**config.mk**
```make
export PLATFORM = sky130hd
export DESIGN_NAME = me_sad_search
export DESIGN_NICKNAME = d
export VERILOG_FILES = /design/src/rtl/me_sad_search.sv
export SDC_FILE = /design/constraint.sdc
export NUM_CORES = 1
export LEC_CHECK = 0
export CORE_AREA = 4 4 178 180
export DETAILED_ROUTE_END_ITERATION = 6
export DIE_AREA = 0 0 182 184
export PLACE_DENSITY = 0.79
export SKIP_LAST_GASP = 1
export SLEW_MARGIN = 20
export SYNTH_ARGS = -nofsm -noshare
export SYNTH_HDL_FRONTEND = slang
export SYNTH_SLANG_ARGS = --single-unit
```
**constraint.sdc**
```tcl
create_clock -name clk -period 10.15 [get_ports clk]
set_clock_uncertainty 0.15 [all_clocks]
set_input_delay 2.03 -clock clk [delete_from_list [all_inputs] [get_ports clk]]
set_output_delay 2.03 -clock clk [all_outputs]
set_load 0.02 [all_outputs]
```
**src/rtl/me_sad_search.sv**
```systemverilog
// me_sad_search -- full-search block-matching motion estimator.
//
// Scans every candidate offset (i,j) in [-re,+re]^2, with re = min(r, R_MAX),
// in raster order (i outer, j inner). It accumulates the sum of absolute
// differences between a BLKxBLK current block and the displaced block in the
// search window, and reports the first candidate with the smallest SAD.
//
// Ports:
//   clk      sole clock, rising edge
//   reset    asynchronous active-high reset
//   go       start pulse, sampled only while idle
//   r        requested search range (clamped to R_MAX)
//   addrCur  current-block row address
//   rdatCur  current-block row (1-cycle synchronous read), pixel k at [k*PIX_W +: PIX_W]
//   addrRef  search-window row address
//   rdatRef  search-window row (1-cycle synchronous read), same packing
//   busy     high while a search is in progress
//   done     one-cycle completion pulse
//   m_i/m_j  best vertical/horizontal offset, two's complement
//   min_sad  SAD of the best candidate
//
// Optional feature: define ME_EARLY_TERM_EN to abandon a candidate once its
// partial SAD reaches the current best. Results are unchanged; only latency
// shrinks. The default build (macro undefined) scans every row of every
// candidate.
module me_sad_search #(
  parameter int PIX_W = 8,
  parameter int BLK   = 8,
  parameter int R_MAX = 4
) (
  input  logic                               clk,
  input  logic                               reset,
  input  logic                               go,
  input  logic [3:0]                         r,
  output logic [$clog2(BLK)-1:0]             addrCur,
  input  logic [BLK*PIX_W-1:0]               rdatCur,
  output logic [$clog2(BLK+2*R_MAX)-1:0]     addrRef,
  input  logic [(BLK+2*R_MAX)*PIX_W-1:0]     rdatRef,
  output logic                               busy,
  output logic                               done,
  output logic [7:0]                         m_i,
  output logic [7:0]                         m_j,
  output logic [PIX_W+2*$clog2(BLK)-1:0]     min_sad
);
  localparam int AW_C  = $clog2(BLK);
  localparam int AW_R  = $clog2(BLK+2*R_MAX);
  localparam int WIN   = BLK+2*R_MAX;
  localparam int SAD_W = PIX_W+2*AW_C;

  localparam logic [1:0] S_IDLE   = 2'd0;
  localparam logic [1:0] S_SEARCH = 2'd1;
  localparam logic [1:0] S_DRAIN  = 2'd2;
  localparam logic [1:0] S_DONE   = 2'd3;

  function automatic logic [PIX_W-1:0] abs_diff(input logic [PIX_W-1:0] a,
                                                input logic [PIX_W-1:0] b);
    return (a >= b) ? (a - b) : (b - a);
  endfunction

  // Row SAD against the window row shifted left by 'off' pixels.
  function automatic logic [SAD_W-1:0] row_sad(input logic [BLK*PIX_W-1:0] cur,
                                               input logic [WIN*PIX_W-1:0] win,
                                               input int                   off);
    logic [WIN*PIX_W-1:0] sh;
    logic [SAD_W-1:0]     s;
    sh = win >> (off*PIX_W);
    s  = '0;
    for (int k = 0; k < BLK; k++)
      s = s + SAD_W'(abs_diff(cur[k*PIX_W +: PIX_W], sh[k*PIX_W +: PIX_W]));
    return s;
  endfunction

  function automatic logic [AW_R-1:0] ref_addr(input logic [AW_C-1:0]  y,
                                               input logic signed [7:0] i);
    logic signed [15:0] s;
    s = signed'(16'(y)) + 16'(i) + 16'(R_MAX);
    return s[AW_R-1:0];
  endfunction

  logic [1:0]             state;
  logic                   drain_cnt;
  logic [3:0]             re_in;
  logic signed [7:0]      re_s, re_q;

  logic [AW_C-1:0]        y_p0, nxt_y;
  logic signed [7:0]      i_p0, j_p0, nxt_i, nxt_j;
  logic [AW_R-1:0]        addr_ref_q;
  logic                   search_end;

  logic                   vld_p1, first_p1, last_p1;
  logic signed [7:0]      i_p1, j_p1;
  logic [SAD_W-1:0]       rsad;

  logic                   vld_p2, last_p2;
  logic signed [7:0]      i_p2, j_p2;
  logic [SAD_W-1:0]       acc_p2;

  logic                   have_best, cmp_win;
  logic [SAD_W-1:0]       best_sad;
  logic signed [7:0]      best_i, best_j;

  logic                   abort, same_p0, same_p1, skip;

  assign re_in   = (r > 4'(R_MAX)) ? 4'(R_MAX) : r;
  assign re_s    = signed'({4'b0000, re_in});
  assign addrCur = y_p0;
  assign addrRef = addr_ref_q;
  assign busy    = (state != S_IDLE);

  // A partial sum that already reaches the best can never win (ties keep
  // the earlier candidate), so its remaining rows are dropped.
`ifdef ME_EARLY_TERM_EN
  assign abort = vld_p2 && !last_p2 && have_best && (acc_p2 >= best_sad);
`else
  assign abort = 1'b0;
`endif
  assign same_p0 = (i_p0 == i_p2) && (j_p0 == j_p2);
  assign same_p1 = (i_p1 == i_p2) && (j_p1 == j_p2);
  assign skip    = (state == S_SEARCH) && abort && same_p0;

  assign cmp_win = vld_p2 && last_p2 && (!have_best || (acc_p2 < best_sad));

  // Stage p0: address generation for the next row / candidate.
  always_comb begin
    nxt_y      = y_p0;
    nxt_i      = i_p0;
    nxt_j      = j_p0;
    search_end = 1'b0;
    if (skip || (y_p0 == AW_C'(BLK-1))) begin
      nxt_y = '0;
      if ((i_p0 == re_q) && (j_p0 == re_q)) begin
        search_end = 1'b1;
      end else if (j_p0 == re_q) begin
        nxt_j = -re_q;
        nxt_i = i_p0 + 8'sd1;
      end else begin
        nxt_j = j_p0 + 8'sd1;
      end
    end else begin
      nxt_y = y_p0 + AW_C'(1);
    end
  end

  always_ff @(posedge clk or posedge reset) begin
    if (reset) begin
      state      <= S_IDLE;
      drain_cnt  <= 1'b0;
      y_p0       <= '0;
      addr_ref_q <= '0;
      vld_p1     <= 1'b0;
      vld_p2     <= 1'b0;
      have_best  <= 1'b0;
      done       <= 1'b0;
      m_i        <= '0;
      m_j        <= '0;
      min_sad    <= '0;
    end else begin
      done   <= 1'b0;
      vld_p1 <= (state == S_SEARCH) && !skip;
      vld_p2 <= vld_p1 && !(abort && same_p1);
      if ((state == S_IDLE) && go)
        have_best <= 1'b0;
      else if (vld_p2 && last_p2)
        have_best <= 1'b1;
      case (state)
        S_IDLE: begin
          if (go) begin
            state      <= S_SEARCH;
            y_p0       <= '0;
            addr_ref_q <= ref_addr('0, -re_s);
          end
        end
        S_SEARCH: begin
          drain_cnt  <= 1'b0;
          y_p0       <= nxt_y;
          addr_ref_q <= ref_addr(nxt_y, nxt_i);
          if (search_end)
            state <= S_DRAIN;
        end
        // Two cycles let the last row pass the read and accumulate stages.
        S_DRAIN: begin
          drain_cnt <= 1'b1;
          if (drain_cnt)
            state <= S_DONE;
        end
        default: begin
          state   <= S_IDLE;
          done    <= 1'b1;
          m_i     <= best_i;
          m_j     <= best_j;
          min_sad <= best_sad;
        end
      endcase
    end
  end

  always_ff @(posedge clk) begin
    if ((state == S_IDLE) && go) begin
      re_q <= re_s;
      i_p0 <= -re_s;
      j_p0 <= -re_s;
    end else if (state == S_SEARCH) begin
      i_p0 <= nxt_i;
      j_p0 <= nxt_j;
    end
    // Stage p1: row data returns from memory.
    first_p1 <= (y_p0 == '0);
    last_p1  <= (y_p0 == AW_C'(BLK-1));
    i_p1     <= i_p0;
    j_p1     <= j_p0;
    // Stage p2: row SAD accumulated into the candidate total.
    last_p2  <= last_p1;
    i_p2     <= i_p1;
    j_p2     <= j_p1;
    acc_p2   <= first_p1 ? rsad : (acc_p2 + rsad);
    // Compare: completed candidate replaces best only when strictly smaller.
    if (cmp_win) begin
      best_sad <= acc_p2;
      best_i   <= i_p2;
      best_j   <= j_p2;
    end
  end

  assign rsad = row_sad(rdatCur, rdatRef, int'(j_p1) + R_MAX);

endmodule

```
Word-level counts from Yosys, hierarchy flattened
Index checks and enable logic that the tools add are counted.
{ "op_classes": {"n_addsub": 33, "magnitude_cmp": 10, "eq_ne": 9, "shift": 1, "n_mux": 35, "n_reduce_logical": 18} }
{ "op_table": {"columns": ["op", "count"], "rows": [
  ["$mux W8", 18],
  ["$shr A128 B32 Y64", 1],
  ["$sub A8 B8 Y8", 16],
  ["$ge A8 B8 Y1", 8],
  ["$add A8 B2 Y8 const B", 2],
  ["$eq A8 B5 Y1", 2],
  ["$neg A4 Y8", 2],
  ["$add A13 B8 Y14", 1],
  ["$add A14 B14 Y14", 1],
  ["$add A14 B8 Y14", 1],
  ["$lt A14 B14 Y1", 1],
  ["$mux W14", 1],
  ["$add A12 B8 Y13", 1],
  ["$add A11 B8 Y12", 1],
  ["$reduce_bool A2 Y1", 6],
  ["$add A10 B8 Y11", 1],
  ["$add A9 B8 Y10", 1],
  ["$add A8 B4 Y9 const B", 1],
  ["$add A8 B8 Y9", 1],
  ["$add A4 B4 Y4 const B", 2],
  ["$mux W4", 2],
  ["$pmux W4 S2", 1],
  ["$mux W2", 3],
  ["$mux W3", 2],
  ["20 further kinds", 30]
]} }
{ "totals": {"ff_bits": 143, "inputBits": 199, "out_inout_bits": 39, "elab_cells": 131} }

Depth between registers and ports, before layout
{ "logic_depth": {"depth_word": 13, "ltp_mapped": 42, "depth_no_buf": 38} }

Worst setup path after synthesis
Ideal clock, no wire load.
{ "synth_path": {"path_kind": "in2reg", "startpoint": "in rdatRef[61]", "endpoint": "reg acc_p2[13]", "setup_time_ns": 0.121, "t_arrival_ns": 9.402, "required_ns": 9.879, "path_slack_ns": 0.477, "cell_stages": 32, "n_path_buf": 0, "path_cell_list": "mux2_2 or2_2 a21oi_1 a21oi_1 o21ai_0 nand2b_1 inv_1 ha_1 a21oi_1 nand4_1 a221oi_2 mux2_2 nor2_1 xnor2_1 fa_1 fa_1 fa_1 inv_1 fa_1 inv_1 fa_1 a21o_1 a21oi_1 o21bai_1 a21oi_1 xnor2_1 ha_1 nand2_1 o21ai_0 nand2_1 o21ai_0 mux2_2"} }
{ "synth_via": {"elab_chain_len": 12, "word_cells_on_any_way": 42, "cone_classes": "add/sub: 24; order compare: 8; shift: 1; mux: 9"} }
{ "synth_rtl": {"columns": ["element", "line", "source"], "rows": [
  ["start: declaration", "38", "input logic [(BLK+2*R_MAX)*PIX_W-1:0] rdatRef,"],
  ["$shr A128 B32 Y64 *", "66", "sh = win >> (off*PIX_W);"],
  ["$sub A8 B8 Y8 or $ge A8 B8 Y1 (tied branches)", "57", "return (a >= b) ? (a - b) : (b - a);"],
  ["$mux W8", "57", null],
  ["$add A8 B8 Y9", "69", "s = s + SAD_W'(abs_diff(cur[k*PIX_W +: PIX_W], sh[k*PIX_W +: PIX_W]));"],
  ["$add A9 B8 Y10", "69", null],
  ["$add A10 B8 Y11", "69", null],
  ["$add A11 B8 Y12", "69", null],
  ["$add A12 B8 Y13", "69", null],
  ["$add A13 B8 Y14", "69", null],
  ["$add A14 B8 Y14 *", "69", null],
  ["$add A14 B14 Y14", "215", "acc_p2 <= first_p1 ? rsad : (acc_p2 + rsad);"],
  ["$mux W14 *", "215", null],
  ["end signal: assignment", "215", null],
  ["end: declaration", "96", "logic [SAD_W-1:0] acc_p2;"]
]} }
Every way passes the cells marked *; elsewhere a longest branch is shown, timed or not.
A chain may end at the register's enable or synchronous reset.

Final worst setup path
{ "layout_path": {"startpoint": "in rdatRef[61]", "endpoint": "reg acc_p2[10]"} }
The elaborated chain is that of the path after synthesis.

==> results.md <==
* Number of synthesized flops with an enable pin at 50
* Setup_tns at 0 ns
* Die X at 182 um
* Relative slew slack at 0.367
* Hpwl dp at 45.2 mm
* Via density at 5.99
* Total grt overflow at 0
* WP data arrival at 10.17 ns
* PortBufs at 237
* Critical path's slowest cell: fa_1
* Via count at 16800
* Slew at the pin closest to its max-slew limit at 0.950 ns
* Tmin final at 10.02 ns
* First-pass GRT wire length at 88.1 mm
* Standard-cell rows at 64
* Top FF cell, synth: edfxtp_1
* Worst Path Class, Setup: input pin to flip-flop
* Setup WS post-layout at 0.130 ns
* Syn Std Cell Area at 0.0170 mm^2
* Total wire length at 58.1 mm
* Biggest regs: acc_p2 x14, best_sad x14, min_sad x14
* Initial cell density of the core at 0.563
* Gr usage total at 0.328
* Worst skew pair latency at 0.43 ns
* Max incr delay on CP at 0.54 ns
* CP endpoint kind: flip-flop
* Critical Path RT at 10.30 ns
* H-tree Lvls at 4
* Fin crit share at 0.987
* Ys Warns at 0
* Die H at 184 um
* GPL Wtd Cong at 0.983
* Average wire per standard cell at 20.7 um
* Initial antenna violation count at 7
* CP Launch Type: input pin
* Worst min path class: flip-flop to flip-flop
* Avg Cell Area, Syn at 8.79 um^2
* Yosys cell types at 70
* Fin. max-slew vios at 0
* Layout cells sized above 1 at 0.247
* Clock buffer count from CTS at 17
* Core Footprint at 0.0302 mm^2
* TritonCTS clock tree: done
* Clock sink count at 143
* Post-DRT Antenna Nets at 0
* DP Worst Slack at -1.02 ns
* Sequential fraction of the synthesis area at 0.211
* Synth-to-layout area growth at 35.9%
* Die Footprint at 0.0335 mm^2
* Number of global-route vias before repair at 16600
* Final count of negative-setup-slack endpoints at 0
* DR pass1 iterations at 5
* Most used cell, CP: buf_4
* Nets at 2830
* Async S/R FF share, synth at 0.308
* DR iter-0 viols at 1457
* Largest net degree at the start of global routing at 70
* Residual DRC at 0
* Status: complete, no violations
* CTS max path bufs at 2
* Syn Inst Count at 1935
* Crit path max-delay family: adder cells
* Final hold violation count at 0
* Clock slew at reported path FFs at 0.06 ns
* Max Freq at 99.8 MHz
* Max-Cap Viols at 0
* Clock Tree Root: clkbuf_16
* Ports at 238
* Seq cells post-synth at 143
* CP Buf/Inv Count at 10
* Syn_nets at 2376
* CP Max Fanout at 4
* Number of hold buffers added after CTS at 0
-- timing repair --
action                                  CTS  global route
buffers inserted                          7            17
gates resized for setup                  29           178
pin swaps                                12            86
endpoints found under the setup margin    7             8
-- routing by layer --
layer	global-route usage	share of wire
met4	0.0952	0.032
met2	0.546	0.48
met1	0.440	0.41
met5	0	0.00076
met3	0.0594	0.084
-- final cells by class --
cell class,instances,area (um^2)
repair buffers,527,4610
clock buffers,21,470
diodes,2,5.00
inverters,239,898
fillers,2053,7090
clock inverters,11,101
flip-flops and latches,143,3590
well taps,396,495
multi-input cells,1461,12900
-- cells in the mapped netlist (all sizes together) (49+ instances only) --
cell / n / area [um^2]
fa: 65 / 1300
edfxtp: 50 / 1500
nand2: 191 / 717
clkbuf: 67 / 253
mux2: 83 / 935
nor2: 70 / 265
mux2i: 121 / 1210
dfxtp: 49 / 981
o21ai: 97 / 485
a21oi: 164 / 821
xnor2: 50 / 438
inv: 238 / 893
ha: 177 / 2210
-- through the flow --
stage,util,area (um^2),hold slack (ns),std cells
2_1_floorplan,-,17000,0.160,1935
3_3_place_gp,0.713,21500,0.162,2742
3_5_place_dp,0.713,21500,0.162,2742
4_1_cts,0.738,22300,0.177,2781
5_1_grt,0.765,23100,0.188,2800
6_report,0.765,23100,0.174,2800
-- cells in the final DEF, fill, tap and decap left out, types with 58 or more instances in the layout --
cell type / count
buf_4: 286
inv_1: 230
clkdlybuf4s50_1: 219
nand2_1: 182
ha_1: 163
a21oi_1: 136
mux2i_1: 109
mux2_2: 78
o21ai_0: 67
nor2_1: 67
fa_1: 58
-- final timing paths --
check	from	end	slack [ns]	cells past startpoint
max	rdatRef[61]	acc_p2[10]	0.13	39
min	i_p1[4]	i_p2[4]	0.17	0
max reg2reg	j_p1[2]	acc_p2[13]	0.73	32
min reg2reg	i_p1[4]	i_p2[4]	0.17	0
max in group asynchronous	reset	addrCur[0]	7.43	2
min in group asynchronous	reset	min_sad[5]	1.90	2
-- cells by family after synthesis --
kind of cell	count (synthesis)	synth area share
fa+ha+maj	242	0.207
buf+inv	331	0.0743
compound gates	497	0.184
other cells	2	0.000442
flops	143	0.211
mux	240	0.174
xor+xnor	86	0.0443
simple gates	394	0.106
Power is left out: the tool's default activity adds up to more than one toggle a clock period on the data nets, which glitch-free logic cannot reach.
